**src/rtl/memory_arbiter_pkg.sv**
```systemverilog
// Shared types and constants for the N-master pipelined Wishbone arbiter.
// Optional ack watchdog is enabled by defining MEMORY_ARBITER_TIMEOUT_EN.
package memory_arbiter_pkg;

  // Arbiter top-level state: waiting for a request, or a grant is held.
  typedef enum logic {
    IDLE   = 1'b0,
    ACTIVE = 1'b1
  } arb_state_t;

  // External Wishbone bus geometry.
  localparam int WB_ADDR_WIDTH = 32;
  localparam int WB_DATA_WIDTH = 32;
  localparam int WB_SEL_WIDTH  = 4;

  // Outstanding-request counter must hold 0..15.
  localparam int OUT_CNT_WIDTH = 4;

  // Ack watchdog counter width.
  localparam int WDOG_WIDTH = 8;

  // Width of an index into n ports (at least one bit).
  function automatic int index_width(input int n);
    return (n > 1) ? $clog2(n) : 1;
  endfunction

endpackage

```
**src/rtl/memory_arbiter_rr.sv**
```systemverilog
// Combinational round-robin picker: finds the first set request bit at or
// above the pointer, wrapping at N. Produces a one-hot grant and a valid flag.
// Kept generic so it can be reused by other round-robin blocks.
module rr_picker #(
  parameter int N     = 2,
  parameter int PTR_W = 1
) (
  input  logic [N-1:0]     req,
  input  logic [PTR_W-1:0] ptr,
  output logic [N-1:0]     grant,
  output logic             valid
);

  logic [PTR_W-1:0] idx;
  logic [PTR_W-1:0] sel;
  int               sum;

  // Scan offsets from the far end down so the nearest requester to ptr wins.
  always_comb begin
    grant = '0;
    valid = 1'b0;
    sel   = '0;
    idx   = '0;
    sum   = 0;
    for (int i = N - 1; i >= 0; i--) begin
      sum = int'(ptr) + i;
      if (sum >= N) begin
        sum = sum - N;
      end
      idx = PTR_W'(sum);
      if (req[idx]) begin
        sel   = idx;
        valid = 1'b1;
      end
    end
    if (valid) begin
      grant[sel] = 1'b1;
    end
  end

endmodule

```
**src/rtl/memory_arbiter.sv**
```systemverilog
// N-master to 1-slave pipelined Wishbone arbiter with round-robin grant,
// per-grant outstanding-request tracking and back-pressure.
// Optional feature: MEMORY_ARBITER_TIMEOUT_EN adds an ack watchdog that
// fakes a zero-data ack and releases the grant when the slave goes silent.
module memory_arbiter
  import memory_arbiter_pkg::*;
#(
  parameter int NUM_MASTERS     = 2,
  parameter int MAX_OUTSTANDING = 4,
  parameter int TIMEOUT_CYCLES  = 255
) (
  input  logic                                  clk_i,
  input  logic                                  rst_i,
  input  logic [NUM_MASTERS*WB_ADDR_WIDTH-1:0]  s_wb_adr_i,
  input  logic [NUM_MASTERS*WB_DATA_WIDTH-1:0]  s_wb_dat_i,
  output logic [WB_DATA_WIDTH-1:0]              s_wb_dat_o,
  input  logic [NUM_MASTERS*WB_SEL_WIDTH-1:0]   s_wb_sel_i,
  input  logic [NUM_MASTERS-1:0]                s_wb_we_i,
  input  logic [NUM_MASTERS-1:0]                s_wb_stb_i,
  input  logic [NUM_MASTERS-1:0]                s_wb_cyc_i,
  output logic [NUM_MASTERS-1:0]                s_wb_ack_o,
  output logic [NUM_MASTERS-1:0]                s_wb_stall_o,
  output logic [WB_ADDR_WIDTH-1:0]              m_wb_adr_o,
  input  logic [WB_DATA_WIDTH-1:0]              m_wb_dat_i,
  output logic [WB_DATA_WIDTH-1:0]              m_wb_dat_o,
  output logic [WB_SEL_WIDTH-1:0]               m_wb_sel_o,
  output logic                                  m_wb_we_o,
  output logic                                  m_wb_stb_o,
  input  logic                                  m_wb_ack_i,
  output logic                                  m_wb_cyc_o,
  input  logic                                  m_wb_stall_i
);

  localparam int GW = index_width(NUM_MASTERS);
  localparam logic [OUT_CNT_WIDTH-1:0] OUT_MAX = OUT_CNT_WIDTH'(MAX_OUTSTANDING);

  arb_state_t               state_reg, state_next;
  logic [GW-1:0]            grant_reg, grant_next;
  logic [GW-1:0]            rr_reg, rr_next;
  logic [OUT_CNT_WIDTH-1:0] out_reg, out_next;

  logic [NUM_MASTERS-1:0]   pick_onehot;
  logic                     pick_valid;
  logic [GW-1:0]            pick_idx;
  logic [GW-1:0]            grant_succ;

  logic                     g_cyc;
  logic                     g_stb;
  logic                     out_full;
  logic                     out_nonzero;
  logic                     accept;
  logic                     ack_counted;
  logic                     timeout_hit;

  // Per-port views of the packed slave-side buses.
  logic [WB_ADDR_WIDTH-1:0] adr_arr [NUM_MASTERS];
  logic [WB_DATA_WIDTH-1:0] dat_arr [NUM_MASTERS];
  logic [WB_SEL_WIDTH-1:0]  sel_arr [NUM_MASTERS];

  generate
    for (genvar gi = 0; gi < NUM_MASTERS; gi++) begin : g_port
      assign adr_arr[gi] = s_wb_adr_i[gi*WB_ADDR_WIDTH +: WB_ADDR_WIDTH];
      assign dat_arr[gi] = s_wb_dat_i[gi*WB_DATA_WIDTH +: WB_DATA_WIDTH];
      assign sel_arr[gi] = s_wb_sel_i[gi*WB_SEL_WIDTH +: WB_SEL_WIDTH];
    end
  endgenerate

  // Round-robin search over the raw cyc requests, starting at rr_reg.
  rr_picker #(
    .N     (NUM_MASTERS),
    .PTR_W (GW)
  ) u_picker (
    .req   (s_wb_cyc_i),
    .ptr   (rr_reg),
    .grant (pick_onehot),
    .valid (pick_valid)
  );

  // One-hot pick to port index.
  always_comb begin
    pick_idx = '0;
    for (int i = 0; i < NUM_MASTERS; i++) begin
      if (pick_onehot[i]) begin
        pick_idx = GW'(i);
      end
    end
  end

  assign grant_succ  = (grant_reg == GW'(NUM_MASTERS - 1)) ? '0 : grant_reg + 1'b1;
  assign g_cyc       = s_wb_cyc_i[grant_reg];
  assign g_stb       = s_wb_stb_i[grant_reg];
  assign out_full    = (out_reg == OUT_MAX);
  assign out_nonzero = (out_reg != '0);
  assign accept      = m_wb_stb_o && !m_wb_stall_i;
  // Acks with nothing outstanding (including late acks after an abort) are dropped.
  assign ack_counted = (state_reg == ACTIVE) && m_wb_ack_i && out_nonzero && !timeout_hit;

`ifdef MEMORY_ARBITER_TIMEOUT_EN
  logic [WDOG_WIDTH-1:0] wdog_reg, wdog_next;

  // Fires on the TIMEOUT_CYCLES-th consecutive ack-less cycle with work outstanding.
  assign timeout_hit = (state_reg == ACTIVE) && out_nonzero && !m_wb_ack_i &&
                       (wdog_reg == WDOG_WIDTH'(TIMEOUT_CYCLES - 1));

  // Watchdog counting: cleared on ack or when the grant ends, held when idle-waiting.
  always_comb begin
    wdog_next = '0;
    if ((state_reg == ACTIVE) && (state_next == ACTIVE) && !m_wb_ack_i) begin
      wdog_next = out_nonzero ? wdog_reg + 1'b1 : wdog_reg;
    end
  end

  // Watchdog register.
  always_ff @(posedge clk_i or posedge rst_i) begin
    if (rst_i) begin
      wdog_reg <= '0;
    end else begin
      wdog_reg <= wdog_next;
    end
  end
`else
  logic timeout_unused;

  assign timeout_hit    = 1'b0;
  assign timeout_unused = (TIMEOUT_CYCLES != 0);
`endif

  // Bus steering: the granted port drives the external bus; everyone else is stalled.
  always_comb begin
    m_wb_adr_o   = '0;
    m_wb_dat_o   = '0;
    m_wb_sel_o   = '0;
    m_wb_we_o    = 1'b0;
    m_wb_stb_o   = 1'b0;
    m_wb_cyc_o   = 1'b0;
    s_wb_ack_o   = '0;
    s_wb_stall_o = '1;
    s_wb_dat_o   = m_wb_dat_i;
    if (state_reg == ACTIVE) begin
      m_wb_adr_o              = adr_arr[grant_reg];
      m_wb_dat_o              = dat_arr[grant_reg];
      m_wb_sel_o              = sel_arr[grant_reg];
      m_wb_we_o               = s_wb_we_i[grant_reg];
      m_wb_cyc_o              = g_cyc;
      m_wb_stb_o              = g_stb && !out_full;
      s_wb_stall_o[grant_reg] = m_wb_stall_i || out_full;
      s_wb_ack_o[grant_reg]   = m_wb_ack_i && out_nonzero;
      if (timeout_hit) begin
        // Synthetic error-ack: zero data, external cycle dropped this cycle.
        m_wb_cyc_o            = 1'b0;
        m_wb_stb_o            = 1'b0;
        s_wb_ack_o[grant_reg] = 1'b1;
        s_wb_dat_o            = '0;
      end
    end
  end

  // Next-state, grant, round-robin pointer and outstanding-count update.
  always_comb begin
    state_next = state_reg;
    grant_next = grant_reg;
    rr_next    = rr_reg;
    out_next   = out_reg;
    case (state_reg)
      IDLE: begin
        out_next = '0;
        if (pick_valid) begin
          state_next = ACTIVE;
          grant_next = pick_idx;
        end
      end
      ACTIVE: begin
        if (accept && !ack_counted) begin
          out_next = out_reg + 1'b1;
        end else if (!accept && ack_counted) begin
          out_next = out_reg - 1'b1;
        end
        // Release, abort and watchdog expiry all end the grant the same way.
        if (!g_cyc || timeout_hit) begin
          state_next = IDLE;
          out_next   = '0;
          rr_next    = grant_succ;
        end
      end
      default: begin
        state_next = IDLE;
        out_next   = '0;
      end
    endcase
  end

  // State registers, cleared asynchronously.
  always_ff @(posedge clk_i or posedge rst_i) begin
    if (rst_i) begin
      state_reg <= IDLE;
      grant_reg <= '0;
      rr_reg    <= '0;
      out_reg   <= '0;
    end else begin
      state_reg <= state_next;
      grant_reg <= grant_next;
      rr_reg    <= rr_next;
      out_reg   <= out_next;
    end
  end

endmodule

```
**config.mk**
```make
export PLATFORM = sky130hd
export DESIGN_NAME = memory_arbiter
export DESIGN_NICKNAME = d
export VERILOG_FILES = /design/src/rtl/memory_arbiter_pkg.sv /design/src/rtl/memory_arbiter_rr.sv /design/src/rtl/memory_arbiter.sv
export SDC_FILE = /design/constraint.sdc
export NUM_CORES = 1
export LEC_CHECK = 0
export ABC_AREA = 1
export CORE_AREA = 2 2 112 114
export DETAILED_ROUTE_END_ITERATION = 8
export DIE_AREA = 0 0 114 116
export PLACE_DENSITY_LB_ADDON = 0.05
export SETUP_SLACK_MARGIN = 0.15
export SLEW_MARGIN = 20
export SYNTH_ARGS = -nofsm -noshare
export SYNTH_HDL_FRONTEND = slang
export SYNTH_SLANG_ARGS = --single-unit
```
**constraint.sdc**
```tcl
create_clock -name clk_i -period 4.25 [get_ports clk_i]
set_clock_uncertainty 0.15 [all_clocks]
set_input_delay 0.85 -clock clk_i [delete_from_list [all_inputs] [get_ports clk_i]]
set_output_delay 0.85 -clock clk_i [all_outputs]
set_load 0.1 [all_outputs]
```
==> results by group, run 1 <==
Timing
  • Fmax: 323 MHz
  • Final cycle utilization of the critical path: 72.8%
  • Final setup viols: 0
  • Max-slew headroom: 51.8%
  • Setup_tns: 0 ps
  • RSZ-0062 raised after global routing: false
  • Slew Limit Fails: 0
  • Worst slew pin tran: 722 ps
  • Final hold vios: 0
  • Post-layout min period: 3100 ps

GRT
  • Global Route Usage Sum: 12.5%
  • Initial antenna violation count: 0
  • Total grt overflow: 0
  • Largest net degree at the start of global routing: 39
  • Vias in the first global route: 1941
  • First-pass GRT wire length: 12.6 mm

Floorplan
  • Die Y: 116 µm
  • Core ar.: 0.0119 mm²
  • Num rows: 40
  • IO Pins: 285
  • Initial Util: 12.2%
  • DIE WIDTH: 114 µm
  • Die area: 0.0132 mm²

Clocking
  • Worst-Skew Late Latency: 230 ps
  • Post-CTS Resized: 0
  • CTS max path bufs: 2
  • CTS clk-pin slew, worst paths: 40 ps
  • H-tree levels: 1
  • Root buffer cell: clkbuf_16
  • CTS Hold Buffers Added: 0
  • TritonCTS clock tree: built
  • Number of post-CTS setup repair buffers: 0
  • Cts bufs inserted: 3
  • TritonCTS Sinks: 7

Detailed routing
  • Via density: 4.12
  • Drt wl/cell: 18.2 µm
  • Residual DRC: 0
  • WL final: 9.44 mm
  • TritonRoute pass-1 iters: 4
  • Vias: 2140
  • Iteration-0 DRC Markers: 102
  • Final ANT Viol Nets: 0

Setup path
  • Critical Path RT: 3250 ps
  • Worst EP arrival: 2100 ps
  • Crit-path max FO: 38
  • CP Class: reg2out
  • Worst Reg-to-Reg Cells: 12
  • Startpoint types: register
  • CP endpoint kind: primary output

Synthesis
  • Post-synth top cells: a22o_1, buf_4, nand2_1
  • Synthesized flop and latch total: 7
  • Dominant cells by area after synthesis: a22o_1, buf_4, dfrtp_1, nand2_1, inv_1
  • Async S/R FF share, synth: 100%
  • Mapped Area: 0.00145 mm²
  • Synth Area per Inst: 7.65 µm²
  • Sequential-to-total area share from yosys stat: 12.0%
  • Synth area leader: a22o_1
  • Mapped Nets: 372
  • Synth cell types: 20
  • Synth warn: 0
  • Main synth FF type: dfrtp_1
  • Most numerous cell in the Yosys netlist: a22o_1
  • Synth top area share: 41.6%
  • Number of enable flip-flop cells after synthesis: 0
  • Cells after synthesis: 190

Cells and area
  • Area occupied by multi-input gates: 891 µm²
  • Register area: 175 µm²
  • ANT cells: 0
  • Max reg flops: 4
  • Layout fillers: 1299
  • Post-layout net count: 555
  • Share of cells above drive strength 1: 23.1%
  • Area delta synth->final: 138%

Outcome
  • Status: finished, final reports clean

Placed design
  • Gpl congestion: 0.739
  • Port Buffers: 220
  • Final HPWL DP: 8.00 mm

Hold path
  • Hold depth: 1
  • Hold WC Path Type: reg2reg

Run
  • Max-cap violations: 0
[per-layer routing]
metal	global-route usage (%)	up-vias	wire, µm
met5	0	-	0
met4	1.79	0	38
met3	3.03	4	844
met2	23.1	118	4930
met1	15.1	984	3630
li1	-	1034	-
[cells by family after synthesis]
kind of cell    count (synthesis)  share of synthesized area [%]
buf+inv                        62                           26.7
xor+xnor                        1                          0.603
flops                           7                           12.0
simple gates                   42                           12.8
compound gates                 74                           43.9
fa+ha+maj                       4                           3.96
[area by class of cell]
cell class	instances	area share, %
multi-input cells	121	25.8
repair buffers	224	59.8
well taps	147	5.32
clock buffers	4	2.28
flip-flops and latches	7	5.07
inverters	16	1.74
[worst max-delay path: stages, from the launching register on]
cell and delay, ps:
dfrtp_1 460, nand2_1 100, inv_2 540, buf_12 280
a22o_1 180, buf_4 300
[cell usage in the layout (no fill, tap or decap)]
cell type	count
nor2_1	7
nand3_1	11
inv_1	15
ha_1	3
o21ai_0	1
clkbuf_16	3
buf_4	77
nand4_1	1
clkdlybuf4s50_1	145
xnor2_1	1
nand2_1	20
a22oi_1	1
clkbuf_1	1
inv_2	1
o2bb2ai_1	1
or2_2	2
nor2_4	1
a22o_1	69
fa_1	1
o211ai_1	1
a21oi_1	1
buf_12	2
dfrtp_1	7
[per-stage QoR]
step                std cells  hold slack [ps]  worst slack [ps]  instance area, µm²  utilization [%]
global route              519              396              1020                3460             29.0
floorplan                 190              307              1030                1450                -
detailed placement        515              352              1160                3380             28.4
CTS                       519              360              1120                3460             29.0
global placement          515              353              1170                3380             28.4
finish                    519              356              1150                3460             29.0
[path summary, 6_finish.rpt]
path | start | end | slack [ps]
worst max-delay path | grant_reg | m_wb_dat_o[23] | 1150
worst min-delay path | rr_reg | rr_reg | 360
worst max register to register | grant_reg | out_reg[3] | 1380
worst min register to register | rr_reg | rr_reg | 360
max in group asynchronous | rst_i | grant_reg | 3040
min in group asynchronous | rst_i | out_reg[2] | 700
Power of run 1 is not shown: default switching activity piles up to over one toggle a cycle in this logic, so the estimate is an artifact.
==> run 2, diff against run 1 <==
==> constraint.sdc (replaced) <==
create_clock -name clk_i -period 3.2 [get_ports clk_i]
set_clock_uncertainty 0.15 [all_clocks]
set_input_delay 0.64 -clock clk_i [delete_from_list [all_inputs] [get_ports clk_i]]
set_output_delay 0.64 -clock clk_i [all_outputs]
set_load 0.1 [all_outputs]
==> run 2 against run 1 <==
Effect of this change: clock-buffer cell count stayed put; cell area rose by 26%; sequential share of layout area shrank 1.1 points; non-clock buffer count increased by 1; core utilization grew 7.6 points; critical path depth unchanged; global-route usage grew 1.8 points; critical path type unchanged; highest routed layer unchanged.
==> results by group, run 2 (synthesis gave the netlist of run 1 again) <==
Setup path
  • CP endpoint kind: primary output
  • Worst EP arrival: 1860 ps
  • Worst Reg-to-Reg Cells: 12
  • Crit-path max FO: 28
  • Reg2reg setup slack: 700 ps
  • Startpoint types: register
  • CP Class: reg2out
  • Critical Path RT: 2410 ps
  • R2R Path End: out_reg[3]
  • Worst r2r src: grant_reg

Clocking
  • CTS Hold Buffers Added: 0
  • TritonCTS Sinks: 7
  • Number of post-CTS setup repair buffers: 0
  • CTS clk-pin slew, worst paths: 30 ps
  • H-tree levels: 1
  • TritonCTS clock tree: built
  • CTS max path bufs: 2
  • Cts bufs inserted: 3
  • Root buffer cell: clkbuf_16
  • Worst-Skew Late Latency: 230 ps
  • Post-CTS Resized: 0

Cells and area
  • ANT cells: 0
  • Most frequent cells in the layout: clkdlybuf4s50_1, buf_12, a22o_1
  • Share of cells above drive strength 1: 23.3%
  • Most common cell after layout, fill and taps aside: clkdlybuf4s50_1
  • Layout fillers: 1194
  • Final Cell Area: 0.00437 mm²
  • Max reg flops: 4
  • Final Core Density: 36.7%
  • Post-layout net count: 556
  • Area delta synth->final: 200%

Detailed routing
  • Iteration-0 DRC Markers: 118
  • Residual DRC: 0
  • WL final: 10.4 mm
  • Drt wl/cell: 19.9 µm
  • Via density: 4.14
  • Final ANT Viol Nets: 0
  • TritonRoute pass-1 iters: 4
  • Vias: 2152

Timing
  • Fmax: 378 MHz
  • Post-layout min period: 2650 ps
  • Final setup viols: 0
  • Hold Slack: 345 ps
  • Final cycle utilization of the critical path: 82.8%
  • RSZ-0062 raised after global routing: false
  • Worst slew pin tran: 351 ps
  • Final hold vios: 0
  • Setup_tns: 0 ps
  • Max-slew headroom: 76.6%
  • Slew Limit Fails: 0

GRT
  • Initial antenna violation count: 0
  • Total grt overflow: 0
  • Largest net degree at the start of global routing: 32
  • Vias in the first global route: 2068
  • Global Route Usage Sum: 14.3%
  • First-pass GRT wire length: 14.2 mm

Outcome
  • Status: finished, final reports clean

Placed design
  • DP Area: 0.00429 mm²
  • Port Buffers: 220
  • Gpl congestion: 0.800
  • Final HPWL DP: 8.79 mm

Hold path
  • Hold depth: 1
  • Hold WC Path Type: reg2reg
  • HP Start: rr_reg
  • Hold EP: rr_reg

Floorplan
  • Initial Util: 12.2%
  • DIE WIDTH: 114 µm
  • Num rows: 40
  • Core ar.: 0.0119 mm²
  • Die area: 0.0132 mm²
  • IO Pins: 285
  • Die Y: 116 µm

Run
  • Max-cap violations: 0
==> run 2: per-layer routing <==
metal  vias up  routed length, µm  global-route usage, %
met4         0                 76                   1.95
met5         -                  0                      0
met1       994               4160                   18.1
li1       1036                  -                      -
met2       116               5270                   25.1
met3         6                850                   3.71
==> run 2: metrics by stage <==
step           instances  setup slack [ps]
2_1_floorplan        190               403
3_3_place_gp         516               443
3_5_place_dp         516               431
4_1_cts              520               517
5_1_grt              520               413
6_report             520               552
==> run 2: final cells by class <==
type	count	area, µm²	area share, %
Tap cell	147	184	4.21
Clock buffer	4	78.8	1.81
Timing Repair Buffer	225	2980	68.2
Multi-Input combinational cell	121	891	20.4
Sequential cell	7	175	4.01
Inverter	16	60.1	1.38
==> run 2: worst max path at each step <==
stage | startpoint | endpoint | cells after the start | slack [ps]
6_report | grant_reg | m_wb_dat_o[1] | 5 | 550
3_5_place_dp | s_wb_stb_i[1] | out_reg[3] | 11 | 430
2_1_floorplan | m_wb_ack_i | s_wb_ack_o[0] | 2 | 400
5_1_grt | grant_reg | m_wb_adr_o[9] | 5 | 410
4_1_cts | grant_reg | m_wb_dat_o[30] | 5 | 520
3_3_place_gp | m_wb_stall_i | out_reg[3] | 12 | 440
==> run 2: worst max-delay path: stages (launching register included) <==
cell     delay (ps)
dfrtp_1         440
nand2_1          90
inv_2           230
buf_4           370
a22o_1          280
buf_12          190
Power of run 2 is left out for the same reason.
==> run 3, diff against run 2 <==
==> constraint.sdc (replaced) <==
create_clock -name clk_i -period 2.5 [get_ports clk_i]
set_clock_uncertainty 0.15 [all_clocks]
set_input_delay 0.5 -clock clk_i [delete_from_list [all_inputs] [get_ports clk_i]]
set_output_delay 0.5 -clock clk_i [all_outputs]
set_load 0.1 [all_outputs]
==> run 3 against run 2 <==
Effect of this change: via count increased by 2.9%; worst hold slack got worse by 11 ps; cell count increased by 1.3%; core utilization increased by 2.2 points; non-clock buffer count increased by 7; first-iteration DRC count decreased by 44%; register-to-register slack got worse by 440 ps; highest routed layer unchanged.
==> results by group, run 3 (synthesis gave the netlist of run 1 again) <==
Outcome
  • Status: finished, final reports clean

Timing
  • Worst slew pin tran: 299 ps
  • Final setup margin: 206 ps
  • Slew Limit Fails: 0
  • Final cycle utilization of the critical path: 91.8%
  • Fmax: 436 MHz
  • Final setup viols: 0
  • Max-slew headroom: 80.0%
  • Final hold vios: 0
  • Post-layout min period: 2290 ps
  • RSZ-0062 raised after global routing: true

Setup path
  • CP Class: reg2out
  • Crit-path max FO: 35
  • Crit-path cells: nand2_1 > inv_2 > bufbuf_16 > a22o_1 > buf_12
  • Worst EP arrival: 1640 ps
  • CP endpoint kind: primary output
  • Critical Path RT: 1850 ps
  • Startpoint types: register
  • Worst path slowest cell: dfrtp_2
  • Max incr delay on CP: 410 ps

Clocking
  • TritonCTS Sinks: 7
  • Root buffer cell: clkbuf_16
  • CTS clk-pin slew, worst paths: 40 ps
  • H-tree levels: 1
  • Worst-Skew Late Latency: 240 ps
  • Cts bufs inserted: 3
  • CTS Hold Buffers Added: 0
  • CTS max path bufs: 2
  • TritonCTS clock tree: built

Cells and area
  • Most common cell after layout, fill and taps aside: clkdlybuf4s50_1
  • Post-layout net count: 563
  • Max reg flops: 4
  • Area delta synth->final: 218%
  • Final Cell Area: 0.00463 mm²
  • Layout fillers: 1166
  • ANT cells: 0
  • Most frequent cells in the layout: clkdlybuf4s50_1, buf_12, a22o_1
  • Share of cells above drive strength 1: 28.2%

Detailed routing
  • Final ANT Viol Nets: 0
  • Drt wl/cell: 20.7 µm
  • Via density: 4.20
  • Vias: 2214
  • WL final: 10.9 mm
  • Residual DRC: 0
  • TritonRoute pass-1 iters: 4
  • Iteration-0 DRC Markers: 66

Run
  • Max-cap violations: 0

GRT
  • Global Route Usage Sum: 14.8%
  • GRT busiest layer: met2
  • Total grt overflow: 0
  • Largest net degree at the start of global routing: 36
  • Grt met2 use: 26.9%
  • GR Util met3: 4.45%
  • GR Layer Usage met1: 17.5%
  • Initial antenna violation count: 0
  • First-pass GRT wire length: 14.4 mm
  • Vias in the first global route: 2088

Placed design
  • Port Buffers: 220
  • Gpl congestion: 0.750
  • DP Area: 0.00434 mm²
  • Place WS: -68.5 ps
  • Final HPWL DP: 8.21 mm

Floorplan
  • Initial Util: 12.2%
  • IO Pins: 285
  • DIE WIDTH: 114 µm
  • Die area: 0.0132 mm²
  • Die Y: 116 µm
  • Num rows: 40
  • Core ar.: 0.0119 mm²

Hold path
  • Hold WC Path Type: reg2reg
-- run 3: changes by cell type in the layout (fill, tap and decap cells not counted), sizes merged --
cell / before / now
buf: 80 / 84
bufbuf: 0 / 2
clkbuf: 4 / 5
-- run 3: worst paths after layout --
path	start	end	slack, ps	cells past startpoint
worst min-delay path	rr_reg	rr_reg	330	1
worst min register to register	rr_reg	rr_reg	330	1
min in group asynchronous	rst_i	out_reg[2]	350	2
max in group asynchronous	rst_i	state_reg	1600	2
worst max register to register	out_reg[0]	out_reg[3]	260	12
worst max-delay path	grant_reg	m_wb_dat_o[16]	210	5
-- run 3: routing by layer --
metal / vias to the layer above / wire [µm]
li1: 1054 / -
met1: 1027 / 4070
met2: 128 / 5800
met3: 5 / 939
met4: 0 / 88
met5: - / 0
-- run 3: layout make-up --
type	count	area, µm²	share of cell area [%]
clock buffers	4	78.8	1.70
inverters	16	60.1	1.30
multi-input cells	121	962	20.8
flip-flops and latches	7	178	3.84
well taps	147	184	3.97
repair buffers	232	3170	68.4
-- run 3: repair_timing --
item | CTS | global route
hold endpoints to repair | 0 | 0
setup buffers | 2 | 0
gates resized for setup | 4 | 11
pin swaps | 1 | 2
gates cloned | 3 | 1
setup endpoints to repair | 69 | 47
-- run 3: critical path: cells and delay by family, from the launching register on --
| kind | cells | cell delay, ps |
|---|---|---|
| flops | 1 | 410 |
| simple gates | 1 | 80 |
| buf+inv | 3 | 690 |
| compound gates | 1 | 220 |
-- run 3: through the flow --
stage                     TNS (ps)  utilization, %  hold slack [ps]  cells
after floorplan              -46.4               -              153    190
after global placement       -33.6            36.4              328    517
after detailed placement     -68.5            36.4              333    517
after CTS                        0            38.0              342    526
after global routing             0            38.9              376    527
final                            0            38.9              335    527
Power of run 3 is left out for the same reason.
==> variant 1: new RTL, flow settings as in run 1 <==
Set the package constant `WB_DATA_WIDTH` to 24 (it was 32).
--- a/src/rtl/memory_arbiter_pkg.sv
+++ b/src/rtl/memory_arbiter_pkg.sv
@@ -12,3 +12,3 @@
   localparam int WB_ADDR_WIDTH = 32;
-  localparam int WB_DATA_WIDTH = 32;
+  localparam int WB_DATA_WIDTH = 24;
   localparam int WB_SEL_WIDTH  = 4;
Ports: changed (resized m_wb_dat_i, m_wb_dat_o, s_wb_dat_i and s_wb_dat_o); port bits go from 285 to 245. The function was not compared with the original's and may differ.
==> variant 1 against run 1 <==
Fmax is essentially flat; global-route usage shrank 1.5 points; first-iteration DRC count shrank 17%; routed wire length shrank 12%; final area shrank 8.6%; critical endpoint is now m_wb_we_o; via count shrank 8.9%; utilization shrank 2.5 points; largest cell class unchanged; highest routed layer unchanged; synthesized area shrank 3.4%; sequential cell count is the same; worst setup slack is essentially flat; register-to-register slack gained 0.06 ns.
Power is left out: the tool's default activity adds up to more than one toggle a clock period on the data nets, which glitch-free logic cannot reach.
==> variant 1: results (changes against run 1) <==
Clocking
  • Reg clk slew, reported paths: 0.03 ns
  • Post-CTS Repair Setup Buffers: 0 (unchanged)
  • PostCTS Resize Cnt: 0 (unchanged)
  • Number of clock buffers inserted by TritonCTS: 3 (unchanged)
  • Clock latency on the worst-skew pair: 0.23 ns (about the same)
  • Number of H-tree levels: 1 (unchanged)
  • Clock Root Buffer: clkbuf_16
  • Clock Path Buffers: 2 (unchanged)

Place
  • Detailed Place HPWL: 6.87 mm (-14%)
  • Final GP Congestion: 0.781 (+5.7%)
  • Worst slack, placed: 1.24 ns (+0.0762 ns)
  • Input/output buffers: 196 (-11%)

GRT
  • M2 GR Usage: 20.2% (-2.9 points)
  • Vias in the first global route: 1757 (-9.5%)
  • GR Util All Layers: 11.0% (-1.5 points)
  • Met1 GRT Util: 13.5% (-1.6 points)
  • GR met3 Demand/Resource: 2.56% (-0.47 points)
  • First-pass GRT wire length: 11.2 mm (-11%)
  • Pin count of the biggest net entering global routing: 64 (+64%)
  • Initial antenna violation count: 0 (unchanged)

Synth
  • Post-synthesis sequential area ratio: 12.5% (+0.43 points)
  • Synth top area cells: a22o_1 38%, buf_4 13%, dfrtp_1 12%
  • XOR/XNOR Fraction of Synth Area: 0.624% (+0.021 points)
  • Async S/R FF share, synth: 100% (unchanged)
  • Top FF cell, synth: dfrtp_1
  • Area share of fa/ha/maj cells after synthesis: 4.10% (+0.14 points)
  • Synth warnings: 0 (unchanged)
  • Yosys cell types: 25 (+25%)
  • Synthesized Nets: 330 (-11%)
  • Synth Area in Compound Gates: 40.9% (-3.0 points)
  • Post-synthesis mux area share: 0% (unchanged)
  • Synth top cells by count: 61 x a22o_1, 24 x buf_4, 18 x nand2_1, 12 x buf_6, 11 x inv_1

Routing
  • Mean routed wirelength per cell: 17.1 µm (-6.2%)
  • Vias: 1949 (-8.9%)
  • DR pass1 iterations: 4 (unchanged)
  • Drt initial violations: 85 (-17%)

Critical path
  • Critical Path AT: 2.10 ns (about the same)
  • Crit path max fanout: 36 (-5.3%)

Final layout
  • Final nets: 497 (-10%)
  • Antenna cell count: 0 (unchanged)
  • Filler cells: 1303 (+0.31%)
  • Layout cells sized above 1: 24.9% (+1.7 points)
  • Largest register FFs: 4 (unchanged)

Timing
  • Worst-margin pin slew: 0.578 ns (-0.144 ns)

Status
  • Run status: completed

Worst hold path
  • HP Class: register to register
variant 1: cell types whose count changed after synthesis, moves of 3 or more:
| cell | before | now |
|---|---|---|
| buf_2 | 7 | 0 |
| inv_1 | 15 | 11 |
| inv_2 | 1 | 4 |
| a22o_1 | 69 | 61 |
| buf_6 | 0 | 12 |
| buf_4 | 39 | 24 |
variant 1: cells by family after synthesis:
logic type	count (synthesis)
compound gates	66
buf+inv	52
simple gates	42
flops	7
fa+ha+maj	4
xor+xnor	1
variant 1: stage by stage:
step	hold WS, ns	instances	instance area, µm²
global route	0.379	485	3160
finish	0.354	485	3160
detailed placement	0.347	481	3080
global placement	0.360	481	3080
CTS	0.361	485	3160
floorplan	0.319	172	1400
variant 1: final timing paths:
path                       cells past startpoint  slack, ns  startpoint         end
setup / recovery                               5       1.15   state_reg   m_wb_we_o
hold / removal                                 1       0.35      rr_reg      rr_reg
setup reg to reg                              12       1.44   grant_reg  out_reg[3]
hold reg to reg                                1       0.35      rr_reg      rr_reg
max in group asynchronous                      2       3.03       rst_i  out_reg[2]
min in group asynchronous                      2       0.71       rst_i      rr_reg
variant 1: routing by layer:
metal / routed length [µm] / vias up
met5: 0 / -
met4: 14 / 0
met3: 730 / 4
met2: 4210 / 120
met1: 3320 / 881
li1: - / 944
variant 1: final cells by class:
cell class | instances | area share (%)
timing repair buffer | 198 | 57.2
multi-input combinational | 113 | 26.8
tap | 147 | 5.82
sequential | 7 | 5.54
clock buffer | 4 | 2.49
inverter | 16 | 2.06
variant 1: critical path: stages, from the launching register on:
cell	delay, ns
dfrtp_1	0.48
inv_2	0.11
nor2_8	0.46
buf_4	0.33
a22o_1	0.16
buf_4	0.29
==> variant 2: new RTL, settings of run 1 <==
Without the edit above. Take the reset off `rr_reg` and load it in a clocked block of its own.
--- a/src/rtl/memory_arbiter.sv
+++ b/src/rtl/memory_arbiter.sv
@@ -196,3 +196,2 @@
       grant_reg <= '0;
-      rr_reg    <= '0;
       out_reg   <= '0;
@@ -201,3 +200,2 @@
       grant_reg <= grant_next;
-      rr_reg    <= rr_next;
       out_reg   <= out_next;
@@ -206,2 +204,6 @@
 
+  always_ff @(posedge clk_i) begin
+    rr_reg <= rr_next;
+  end
+
 endmodule
Behaviour: same outputs for any inputs over 4 cycles, from zero or initial values and one cycle with rst_i high; that may be too few to reach the edited logic, so the function may still have changed.
==> variant 2 against run 1 <==
Cell count is 0.58% lower; sequential cell count stayed put; routed wire length is 1.3% higher; sequential share of layout area is 0.15 points higher; synthesized cell count is 1.1% lower; first-iteration DRC count is 0.98% lower; worst setup slack worse by 0.12 ns; count of clock-buffer cells in the layout stayed put; final area hardly changed; synthesized area is 3.1% higher; critical path type unchanged; critical endpoint is now m_wb_dat_o[25]; largest cell class unchanged.
Power is left out: the tool's default activity adds up to more than one toggle a clock period on the data nets, which glitch-free logic cannot reach.
==> variant 2: results (changes against run 1) <==
Critical path
  • FF-to-FF path depth: 12 (unchanged)
  • R2R setup slack: 1.19 ns (-0.19 ns)
  • Reg2Reg Launch Point: grant_reg
  • Worst r2r dst: out_reg[3]
  • Critical Path AT: 2.22 ns (+0.12 ns)
  • Crit path max fanout: 42 (+11%)

Final layout
  • Largest register FFs: 4 (unchanged)
  • Layout cells sized above 1: 27.4% (+4.3 points)
  • Final nets: 552 (-0.54%)
  • Filler cells: 1290 (-0.69%)
  • Antenna cell count: 0 (unchanged)

GRT
  • Vias in the first global route: 2040 (+5.1%)
  • Initial antenna violation count: 0 (unchanged)
  • GR Util All Layers: 12.7% (+0.22 points)
  • Pin count of the biggest net entering global routing: 52 (+33%)
  • First-pass GRT wire length: 12.8 mm (+2.1%)

Clocking
  • PostCTS Resize Cnt: 0 (unchanged)
  • Post-CTS Repair Setup Buffers: 0 (unchanged)
  • Clock Path Buffers: 2 (unchanged)
  • Number of clock buffers inserted by TritonCTS: 3 (unchanged)
  • Number of H-tree levels: 1 (unchanged)
  • Reg clk slew, reported paths: 0.04 ns (about the same)
  • Clock Root Buffer: clkbuf_16
  • Clock latency on the worst-skew pair: 0.23 ns (about the same)

Synth
  • Post-synthesis sequential area ratio: 12.0% (-0.028 points)
  • Top FF cell, synth: dfrtp_1
  • Synth top cells by count: 57 x a22o_1, 32 x buf_4, 19 x nand2_1, 12 x a22o_2, 12 x inv_1
  • Synth warnings: 0 (unchanged)
  • Async S/R FF share, synth: 85.7% (-14 points)
  • Post-synth EDFFs: 1 (+1)
  • Synthesized Nets: 370 (-0.54%)
  • Yosys cell types: 24 (+20%)
  • Gate Count Post-Synth: 188 (-1.1%)
  • Synth top area cells: a22o_1 33%, buf_4 16%, dfrtp_1 10%

Routing
  • Mean routed wirelength per cell: 18.5 µm (+1.9%)
  • Vias: 2111 (-1.4%)
  • WL final: 9.57 mm (+1.3%)
  • DR pass1 iterations: 4 (unchanged)
  • Drt initial violations: 101 (-0.98%)

Status
  • Run status: completed

Worst hold path
  • Hold path endpoint: grant_reg
  • Hold Path Depth: 2 (+1)
  • Hold Crit Start: rr_reg
  • HP Class: register to register

Timing
  • Max_slew headroom: 47.8% (-4.0 points)

Place
  • Detailed Place HPWL: 8.12 mm (+1.5%)
  • Input/output buffers: 220 (unchanged)
  • Placed instance count: 512 (-0.58%)
  • Final GP Congestion: 0.739 (about the same)
==> variant 2: changes by cell type after synthesis, sizes merged <==
cell     before  now
a21oi         1    2
dfrtp         7    6
edfxtp        0    1
inv          16   15
nand3        11    9
nand4         1    0
nor2          8   10
o2bb2ai       1    0
==> variant 2: cell families (layout without fill, tap and decap cells) <==
kind of cell | Yosys count | count (layout) | share of synthesized area (%)
AO/OA/AOI/OAI | 74 | 74 | 43.3
AND/OR/NAND/NOR | 41 | 41 | 12.9
adder cells (fa/ha/maj) | 4 | 4 | 3.84
XOR/XNOR | 1 | 1 | 0.584
buffers and inverters | 61 | 242 | 27.4
flip-flops | 7 | 7 | 12.0
==> variant 2: layer usage <==
layer | vias to the layer above | part of all wire, % | track usage [%]
li1 | 1026 | - | -
met1 | 971 | 36 | 14.5
met2 | 112 | 51 | 23.4
met3 | 2 | 12 | 5.13
met4 | 0 | 0.35 | 1.14
met5 | - | 0 | 0
==> variant 2: worst max path at each step <==
stage / from / to / slack [ns] / cells after the start
5_1_grt: grant_reg / m_wb_dat_o[19] / 0.87 / 5
6_report: grant_reg / m_wb_dat_o[25] / 1.03 / 5
3_3_place_gp: grant_reg / out_reg[3] / 1.17 / 12
2_1_floorplan: m_wb_ack_i / s_wb_ack_o[0] / 1.03 / 2
3_5_place_dp: m_wb_stall_i / out_reg[3] / 1.12 / 12
4_1_cts: grant_reg / m_wb_dat_o[25] / 0.97 / 5
==> variant 2: layout make-up <==
class,instances,area share (%)
Clock buffer,4,2.28
Inverter,15,1.63
Multi-Input combinational cell,120,26.3
Sequential cell,7,5.21
Tap cell,147,5.32
Timing Repair Buffer,223,59.3
==> variant 2: metrics by stage <==
stage | area [µm²] | hold slack, ns | util, % | setup slack (ns)
finish | 3460 | 0.383 | 29.0 | 1.03
global route | 3460 | 0.436 | 29.0 | 0.868
floorplan | 1500 | 0.328 | - | 1.03
detailed placement | 3380 | 0.365 | 28.4 | 1.12
CTS | 3460 | 0.390 | 29.0 | 0.974
global placement | 3380 | 0.371 | 28.4 | 1.17
==> variant 2: critical path, stage by stage, from the launching register on <==
cell,delay (ns)
dfrtp_1,0.47
nand2_1,0.10
inv_2,0.58
buf_4,0.35
a22o_1,0.18
buf_4,0.29
